### src/rtl/weight_chain_sequencer.sv
// -----------------------------------------------------------------------------
// weight_chain_sequencer
//
// Head/tail sequencer for a chain of UNIT_COUNT weight-compute cells.
// Input vectors arrive as CHUNK_COUNT beats of INPUT_AMOUNT packed values.
// Each accepted beat is issued into the first cell with a sequential chunk
// index. Flagged results leaving the last cell are captured into a result
// FIFO. The chain has no backpressure, so a vector is only started when the
// FIFO has room reserved for all of its UNIT_COUNT results (credit gating).
//
// Optional feature: define WSEQ_TIMEOUT_EN to add a watchdog that abandons
// outstanding results after TIMEOUT quiet cycles and flags an error.
//
// Ports:
//   clk, rst_n        clock, asynchronous active-low reset
//   in_valid/in_ready input beat handshake, in_data packed values (lane 0 LSBs)
//   chain_index       chunk index sent to the first cell
//   chain_value       values sent to the first cell
//   chain_enable      beat valid to the first cell
//   chain_result      result injected into the first cell (always 0)
//   chain_out_result  result leaving the last cell, MSB is the valid flag
//   res_valid/ready   result FIFO head handshake
//   res_data/res_last FIFO head value and end-of-vector tag
//   busy              vector open or results outstanding
//   err               sticky error (unexpected result or watchdog expiry)
// -----------------------------------------------------------------------------
module weight_chain_sequencer #(
  parameter int DATA_WIDTH   = 8,
  parameter int RESULT_WIDTH = 16,
  parameter int INDEX_WIDTH  = 10,
  parameter int INPUT_AMOUNT = 4,
  parameter int CHUNK_COUNT  = 4,
  parameter int UNIT_COUNT   = 4,
  parameter int FIFO_DEPTH   = 8,
  parameter int TIMEOUT      = 1024
) (
  input  logic                                 clk,
  input  logic                                 rst_n,
  input  logic                                 in_valid,
  output logic                                 in_ready,
  input  logic [INPUT_AMOUNT*DATA_WIDTH-1:0]   in_data,
  output logic [INDEX_WIDTH-1:0]               chain_index,
  output logic [INPUT_AMOUNT*DATA_WIDTH-1:0]   chain_value,
  output logic                                 chain_enable,
  output logic [RESULT_WIDTH:0]                chain_result,
  input  logic [RESULT_WIDTH:0]                chain_out_result,
  output logic                                 res_valid,
  input  logic                                 res_ready,
  output logic [RESULT_WIDTH-1:0]              res_data,
  output logic                                 res_last,
  output logic                                 busy,
  output logic                                 err
);

  localparam int VW = INPUT_AMOUNT * DATA_WIDTH;
  localparam int AW = (FIFO_DEPTH > 1) ? $clog2(FIFO_DEPTH) : 1;
  localparam int CW = $clog2(FIFO_DEPTH + 1);
  localparam int UW = (UNIT_COUNT > 1) ? $clog2(UNIT_COUNT) : 1;

  localparam logic [CW:0]            LP_ROOM       = (CW+1)'(FIFO_DEPTH - UNIT_COUNT);
  localparam logic [CW-1:0]          LP_UNITS      = CW'(UNIT_COUNT);
  localparam logic [INDEX_WIDTH-1:0] LP_LAST_CHUNK = INDEX_WIDTH'(CHUNK_COUNT - 1);
  localparam logic [AW-1:0]          LP_LAST_PTR   = AW'(FIFO_DEPTH - 1);
  localparam logic [UW-1:0]          LP_LAST_UNIT  = UW'(UNIT_COUNT - 1);

  typedef enum logic [1:0] {
    S_IDLE,
    S_ACTIVE,
    S_WAIT
  } state_t;

  // ---------------------------------------------------------------------------
  // Registers
  // ---------------------------------------------------------------------------
  state_t                   r_state;
  logic [INDEX_WIDTH-1:0]   r_chunk_cnt;
  logic [CW-1:0]            r_pending;
  logic [CW-1:0]            r_occ;
  logic [AW-1:0]            r_wr_ptr;
  logic [AW-1:0]            r_rd_ptr;
  logic [UW-1:0]            r_push_cnt;
  logic [RESULT_WIDTH:0]    r_mem [FIFO_DEPTH];
  logic                     r_in_ready;
  logic [INDEX_WIDTH-1:0]   r_chain_index;
  logic [VW-1:0]            r_chain_value;
  logic                     r_chain_enable;
  logic                     r_res_valid;
  logic [RESULT_WIDTH-1:0]  r_res_data;
  logic                     r_res_last;
  logic                     r_err;

  // ---------------------------------------------------------------------------
  // Wires
  // ---------------------------------------------------------------------------
  state_t                   w_state_nxt;
  logic                     w_accept;
  logic                     w_first;
  logic                     w_close;
  logic                     w_flag;
  logic                     w_push;
  logic                     w_drop;
  logic                     w_pop;
  logic                     w_push_last;
  logic                     w_timeout;
  logic [CW-1:0]            w_pending_nxt;
  logic [CW-1:0]            w_occ_nxt;
  logic [CW:0]              w_used_nxt;
  logic                     w_in_ready_nxt;
  logic [AW-1:0]            w_rd_ptr_nxt;
  logic [RESULT_WIDTH:0]    w_push_entry;
  logic [RESULT_WIDTH:0]    w_head_nxt;

  function automatic logic [AW-1:0] ptr_inc(input logic [AW-1:0] p);
    return (p == LP_LAST_PTR) ? '0 : p + AW'(1);
  endfunction

  assign w_accept     = in_valid & r_in_ready;
  assign w_first      = w_accept & (r_state != S_ACTIVE);
  assign w_close      = w_accept & (r_chunk_cnt == LP_LAST_CHUNK);
  assign w_flag       = chain_out_result[RESULT_WIDTH];
  // A flagged result is only legal against a reserved FIFO slot.
  assign w_push       = w_flag & (r_pending != '0);
  assign w_drop       = w_flag & (r_pending == '0);
  assign w_pop        = res_ready & r_res_valid;
  assign w_push_last  = (r_push_cnt == LP_LAST_UNIT);
  assign w_push_entry = {w_push_last, chain_out_result[RESULT_WIDTH-1:0]};

  // ---------------------------------------------------------------------------
  // Optional watchdog
  // ---------------------------------------------------------------------------
`ifdef WSEQ_TIMEOUT_EN
  localparam int TW = (TIMEOUT > 1) ? $clog2(TIMEOUT) : 1;
  localparam logic [TW-1:0] LP_WD_LAST = TW'(TIMEOUT - 1);

  logic [TW-1:0] r_wd_cnt;
  logic          w_wd_run;

  // Quiet cycles are counted from the last chain activity: an issued beat
  // or an arriving result restarts the count.
  assign w_wd_run  = (r_pending != '0) & ~w_flag & ~w_accept;
  assign w_timeout = w_wd_run & (r_wd_cnt == LP_WD_LAST);

  always_ff @(posedge clk or negedge rst_n) begin
    if (!rst_n) begin
      r_wd_cnt <= '0;
    end else if (!w_wd_run || w_timeout) begin
      r_wd_cnt <= '0;
    end else begin
      r_wd_cnt <= r_wd_cnt + TW'(1);
    end
  end
`else
  logic w_unused_timeout;
  assign w_unused_timeout = (TIMEOUT != 0);
  assign w_timeout        = 1'b0;
`endif

  // ---------------------------------------------------------------------------
  // Credit bookkeeping
  // ---------------------------------------------------------------------------
  // NOTE: every variable written in always_comb gets a default first, so no
  // path leaves it unassigned and no latch is inferred.
  always_comb begin
    w_pending_nxt = r_pending;
    if (w_timeout) begin
      w_pending_nxt = '0;
    end else if (w_push) begin
      w_pending_nxt = r_pending - CW'(1);
    end
    // Combined first-beat accept and push nets to UNIT_COUNT-1.
    if (w_first) begin
      w_pending_nxt = w_pending_nxt + LP_UNITS;
    end
  end

  always_comb begin
    w_occ_nxt = r_occ;
    case ({w_push, w_pop})
      2'b10:   w_occ_nxt = r_occ + CW'(1);
      2'b01:   w_occ_nxt = r_occ - CW'(1);
      default: w_occ_nxt = r_occ;
    endcase
  end

  // A push converts a reserved slot into an occupied one, so only pops and
  // new reservations move the used total.
  assign w_used_nxt     = {1'b0, w_occ_nxt} + {1'b0, w_pending_nxt};
  assign w_in_ready_nxt = (w_state_nxt == S_ACTIVE) | (w_used_nxt <= LP_ROOM);

  // ---------------------------------------------------------------------------
  // FSM
  // ---------------------------------------------------------------------------
  always_comb begin
    w_state_nxt = r_state;
    case (r_state)
      S_IDLE, S_WAIT: begin
        if (w_accept) begin
          // Only a single-beat vector closes on its first beat.
          w_state_nxt = w_close ? S_WAIT : S_ACTIVE;
        end else if (w_pending_nxt == '0) begin
          w_state_nxt = S_IDLE;
        end
      end
      S_ACTIVE: begin
        if (w_close) begin
          w_state_nxt = (w_pending_nxt == '0) ? S_IDLE : S_WAIT;
        end
      end
      default: w_state_nxt = S_IDLE;
    endcase
  end

  // NOTE: sequential state uses non-blocking assignments so every register
  // samples the pre-edge value of its inputs regardless of block ordering.
  always_ff @(posedge clk or negedge rst_n) begin
    if (!rst_n) begin
      r_state <= S_IDLE;
    end else begin
      r_state <= w_state_nxt;
    end
  end

  // ---------------------------------------------------------------------------
  // Issue side and counters
  // ---------------------------------------------------------------------------
  always_ff @(posedge clk or negedge rst_n) begin
    if (!rst_n) begin
      r_chunk_cnt    <= '0;
      r_pending      <= '0;
      r_in_ready     <= 1'b0;
      r_chain_index  <= '0;
      r_chain_value  <= '0;
      r_chain_enable <= 1'b0;
      r_err          <= 1'b0;
    end else begin
      r_pending      <= w_pending_nxt;
      r_in_ready     <= w_in_ready_nxt;
      r_chain_enable <= w_accept;
      // Gap cycles drive zeros so the first cell sees a clean idle bus.
      r_chain_index  <= w_accept ? r_chunk_cnt : '0;
      r_chain_value  <= w_accept ? in_data : '0;
      if (w_accept) begin
        r_chunk_cnt <= w_close ? '0 : r_chunk_cnt + INDEX_WIDTH'(1);
      end
      if (w_drop || w_timeout) begin
        r_err <= 1'b1;
      end
    end
  end

  // ---------------------------------------------------------------------------
  // Result FIFO
  // ---------------------------------------------------------------------------
  always_comb begin
    w_rd_ptr_nxt = w_pop ? ptr_inc(r_rd_ptr) : r_rd_ptr;
    w_head_nxt   = '0;
    if (w_occ_nxt != '0) begin
      // When the next head is the slot being written this cycle, bypass the
      // array so the head register sees the new entry immediately.
      if (w_push && (w_rd_ptr_nxt == r_wr_ptr)) begin
        w_head_nxt = w_push_entry;
      end else begin
        w_head_nxt = r_mem[w_rd_ptr_nxt];
      end
    end
  end

  // NOTE: the storage array has no reset; entries are only ever read after
  // being written, and leaving it out keeps it mappable to plain RAM.
  always_ff @(posedge clk) begin
    if (w_push) begin
      r_mem[r_wr_ptr] <= w_push_entry;
    end
  end

  always_ff @(posedge clk or negedge rst_n) begin
    if (!rst_n) begin
      r_wr_ptr    <= '0;
      r_rd_ptr    <= '0;
      r_occ       <= '0;
      r_push_cnt  <= '0;
      r_res_valid <= 1'b0;
      r_res_data  <= '0;
      r_res_last  <= 1'b0;
    end else begin
      r_occ       <= w_occ_nxt;
      r_rd_ptr    <= w_rd_ptr_nxt;
      r_res_valid <= (w_occ_nxt != '0);
      r_res_last  <= w_head_nxt[RESULT_WIDTH];
      r_res_data  <= w_head_nxt[RESULT_WIDTH-1:0];
      if (w_push) begin
        r_wr_ptr   <= ptr_inc(r_wr_ptr);
        r_push_cnt <= w_push_last ? '0 : r_push_cnt + UW'(1);
      end
    end
  end

  // ---------------------------------------------------------------------------
  // Outputs
  // ---------------------------------------------------------------------------
  assign in_ready     = r_in_ready;
  assign chain_index  = r_chain_index;
  assign chain_value  = r_chain_value;
  assign chain_enable = r_chain_enable;
  assign chain_result = '0;
  assign res_valid    = r_res_valid;
  assign res_data     = r_res_data;
  assign res_last     = r_res_last;
  assign busy         = (r_state != S_IDLE);
  assign err          = r_err;

endmodule

### config.mk
export PLATFORM = sky130hd
export DESIGN_NAME = weight_chain_sequencer
export DESIGN_NICKNAME = d
export VERILOG_FILES = /design/src/rtl/weight_chain_sequencer.sv
export SDC_FILE = /design/constraint.sdc
export NUM_CORES = 1
export LEC_CHECK = 0
export ABC_AREA = 1
export CORE_MARGIN = 2
export CORE_UTILIZATION = 59
export DETAILED_ROUTE_END_ITERATION = 10
export PLACE_DENSITY = 0.9
export SYNTH_ARGS = -nofsm -noshare
export SYNTH_HDL_FRONTEND = slang
export SYNTH_SLANG_ARGS = --single-unit
### constraint.sdc
create_clock -name clk -period 6.3 [get_ports clk]
set_input_delay 1.26 -clock clk [delete_from_list [all_inputs] [get_ports clk]]
set_output_delay 1.26 -clock clk [all_outputs]
set_load 0.02 [all_outputs]
==> metrics <==
final net count=1042; post-synth top area share=0.436; CP Launch Type=input pin; TritonRoute pass-1 iters=5; Inst Count DP=1166; Setup TNS=0 ns; std cell rows=46; Area Overhead vs Synth=21.8%; Rel. slew slack=0.155; hold buffer count at cts=0; clock network power share=0.232; Hold Slack=0.471 ns; RePlAce Congestion=0.791; fin area=11400 um^2; Routed wire per std cell=17.2 um; IO Pins=134; Synth Area per Inst=10.9 um^2; diode count=0; Crit Path Category=input pin to flop; Seq/Total Area, Yosys=0.680; vias in the first global route=6793; sequential share of power=0.357; largest stage delay on the critical path=0.92 ns; Area contributors post-synth=edfxtp_1 44%, dfrtp_1 24%, nand2_1 8.0%, nand3_1 7.0%, inv_1 3.2%; gr ovfl total=0; initial DRC count=556; Avg Vias per Cell=5.47; count leader, synth=nand2_1; most frequent CP cell=nand2_1; largest net degree at the start of global routing=80; die area=16900 um^2; die height=130 um; final HPWL from detailed placement=12.6 mm; Layout Cells excl Fill=1208; Hold Crit Class=flop to flop; Max Cap Viol=0; RSZ-0062 raised after global routing=false; first-pass GRT wire length=32.7 mm; initial antenna violation count=0; ys async rst share=0.401; fin. max-slew vios=0; Critical Path RT=6.65 ns; critical path arrival=4.71 ns; initial core utilization=0.595; # port buffers=116; H-tree levels=1; Final Skew=0.0137 ns; Max VDD drop=0.000305 V; final core occ=0.725; CTS buffer count=23; CP max FO=36; CP Capture Type=flop; Syn Std Cell Area=9360 um^2; PD cells=505 nW/um^2; CP max stage cell=nand2_1; Fillers=1014; crit-path cells=clkdlybuf4s50_1, nand2_2, nand2_1, o21ai_4, buf_4, clkinv_2, nand2_1, a21oi_1, nand2_1, nand3_1, o21ai_0, a21oi_1; Distinct cells, synth=36; internal power=0.00352 W; f_max=0.230 GHz; cell taking the most area after synthesis=edfxtp_1; die width=130 um; CTS clk-pin slew, worst paths=0.06 ns; gr usage total=0.252; Pleak=4.86 nW; EDFF count, synth=136; overall routed net length=20.8 mm; Synth top cells by count=199 x nand2_1, 136 x edfxtp_1, 131 x nand3_1; sw frac=0.387; CTS tree=done; Net Switching=0.00223 W; Yosys warnings=0; worst-margin pin slew=1.26 ns; final period utilization=0.692; ys flop type=edfxtp_1; maximum buffer depth of the clock tree=3; endpoints failing setup=0; Final Hold Vio Count=0; Root Buffer=clkbuf_16; share of post-route cells with drive strength above 1=0.0696; antenna-violating nets left=0; Worst-Skew Late Latency=0.51 ns; via count=6607; drt drc=0; core area=15700 um^2; Post-Synthesis Cells=856; synthesized flop and latch total=227; CTS sink count=227; status=finished, final reports clean; Placement Cell Area=10600 um^2; # Post-CTS Setup Buffers=0; min Tclk post-route=4.36 ns; CTS resizes=0; part of the power in combinational logic=0.411
## worst max-delay path: cells and delay by family
| kind | cells | cell delay [ns] |
|---|---|---|
| AO/OA/AOI/OAI | 4 | 0.40 |
| buffers and inverters | 3 | 1.43 |
| AND/OR/NAND/NOR | 5 | 1.59 |
## cell type report
| cell class | instances | area, um^2 | share of cell area |
|---|---|---|---|
| clock inverters | 10 | 108 | 0.00945 |
| multi-input cells | 508 | 2430 | 0.214 |
| inverters | 86 | 324 | 0.0284 |
| well taps | 216 | 270 | 0.0237 |
| repair buffers | 129 | 1260 | 0.110 |
| clock buffers | 32 | 639 | 0.0561 |
| flip-flops and latches | 227 | 6360 | 0.558 |
## layout by cell type, fill, tap and decap left out, drive strengths merged
cell type and n:
clkbuf 32, buf 14, o21ai 28, clkdlybuf4s50 115, dfrtp 91, fa 1, nand2 203, a21oi 25
conb 17, nand4 1, nor2 61, a31o 1, clkinv 7, nor4 3, clkinvlp 2, inv 85
nor3 5, o22ai 4, o21a 2, or2 3, ha 13, xor2 9, edfxtp 136, bufinv 2
nand3 132
## power groups by stage
stage | clock (W) | sequential (W) | combinational [W]
finish | 0.00133 | 0.00206 | 0.00236
global route | 0.00140 | 0.00208 | 0.00262
CTS | 0.00134 | 0.00205 | 0.00235
detailed placement | 0 | 0.00208 | 0.00231
global placement | 0 | 0.00206 | 0.00219
floorplan | 0 | 0.00218 | 0.00151
## state kept, by name (all words and copies together), names as in the netlist, 3 cells and up
name         count
chain_index     10
chain_value     32
r_chunk_cnt     10
r_mem          136
r_occ            4
r_pending        4
r_rd_ptr         3
r_wr_ptr         3
res_data        16
## cells by family after synthesis
kind of cell	synth area share
buf+inv	0.0665
other cells	0.000401
compound gates	0.0364
flops	0.680
simple gates	0.189
xor+xnor	0.00843
fa+ha+maj	0.0195
## final timing paths
path | startpoint | to | slack, ns | cells after the start
max | res_ready | res_data[10] | 1.94 | 12
min | err | err | 0.47 | 1
max reg2reg | r_rd_ptr[0] | res_data[10] | 2.58 | 10
min reg2reg | err | err | 0.47 | 1
max in group asynchronous | rst_n | chain_value[21] | 4.46 | 2
min in group asynchronous | rst_n | in_ready | 0.59 | 1
## routing by layer
layer / GRT usage / share of wire / vias to the layer above
li1: - / - / 3042
met1: 0.293 / 0.36 / 3141
met2: 0.434 / 0.51 / 363
met3: 0.0738 / 0.10 / 61
met4: 0.113 / 0.034 / 0
met5: 0 / 0 / -
## through the flow
step	power, W	setup WS (ns)
2_1_floorplan	0.00368	2.81
3_3_place_gp	0.00426	1.72
3_5_place_dp	0.00438	1.57
4_1_cts	0.00575	1.98
5_1_grt	0.00610	1.73
6_report	0.00575	1.94
Note: power is estimated with default switching activity, not from simulation.
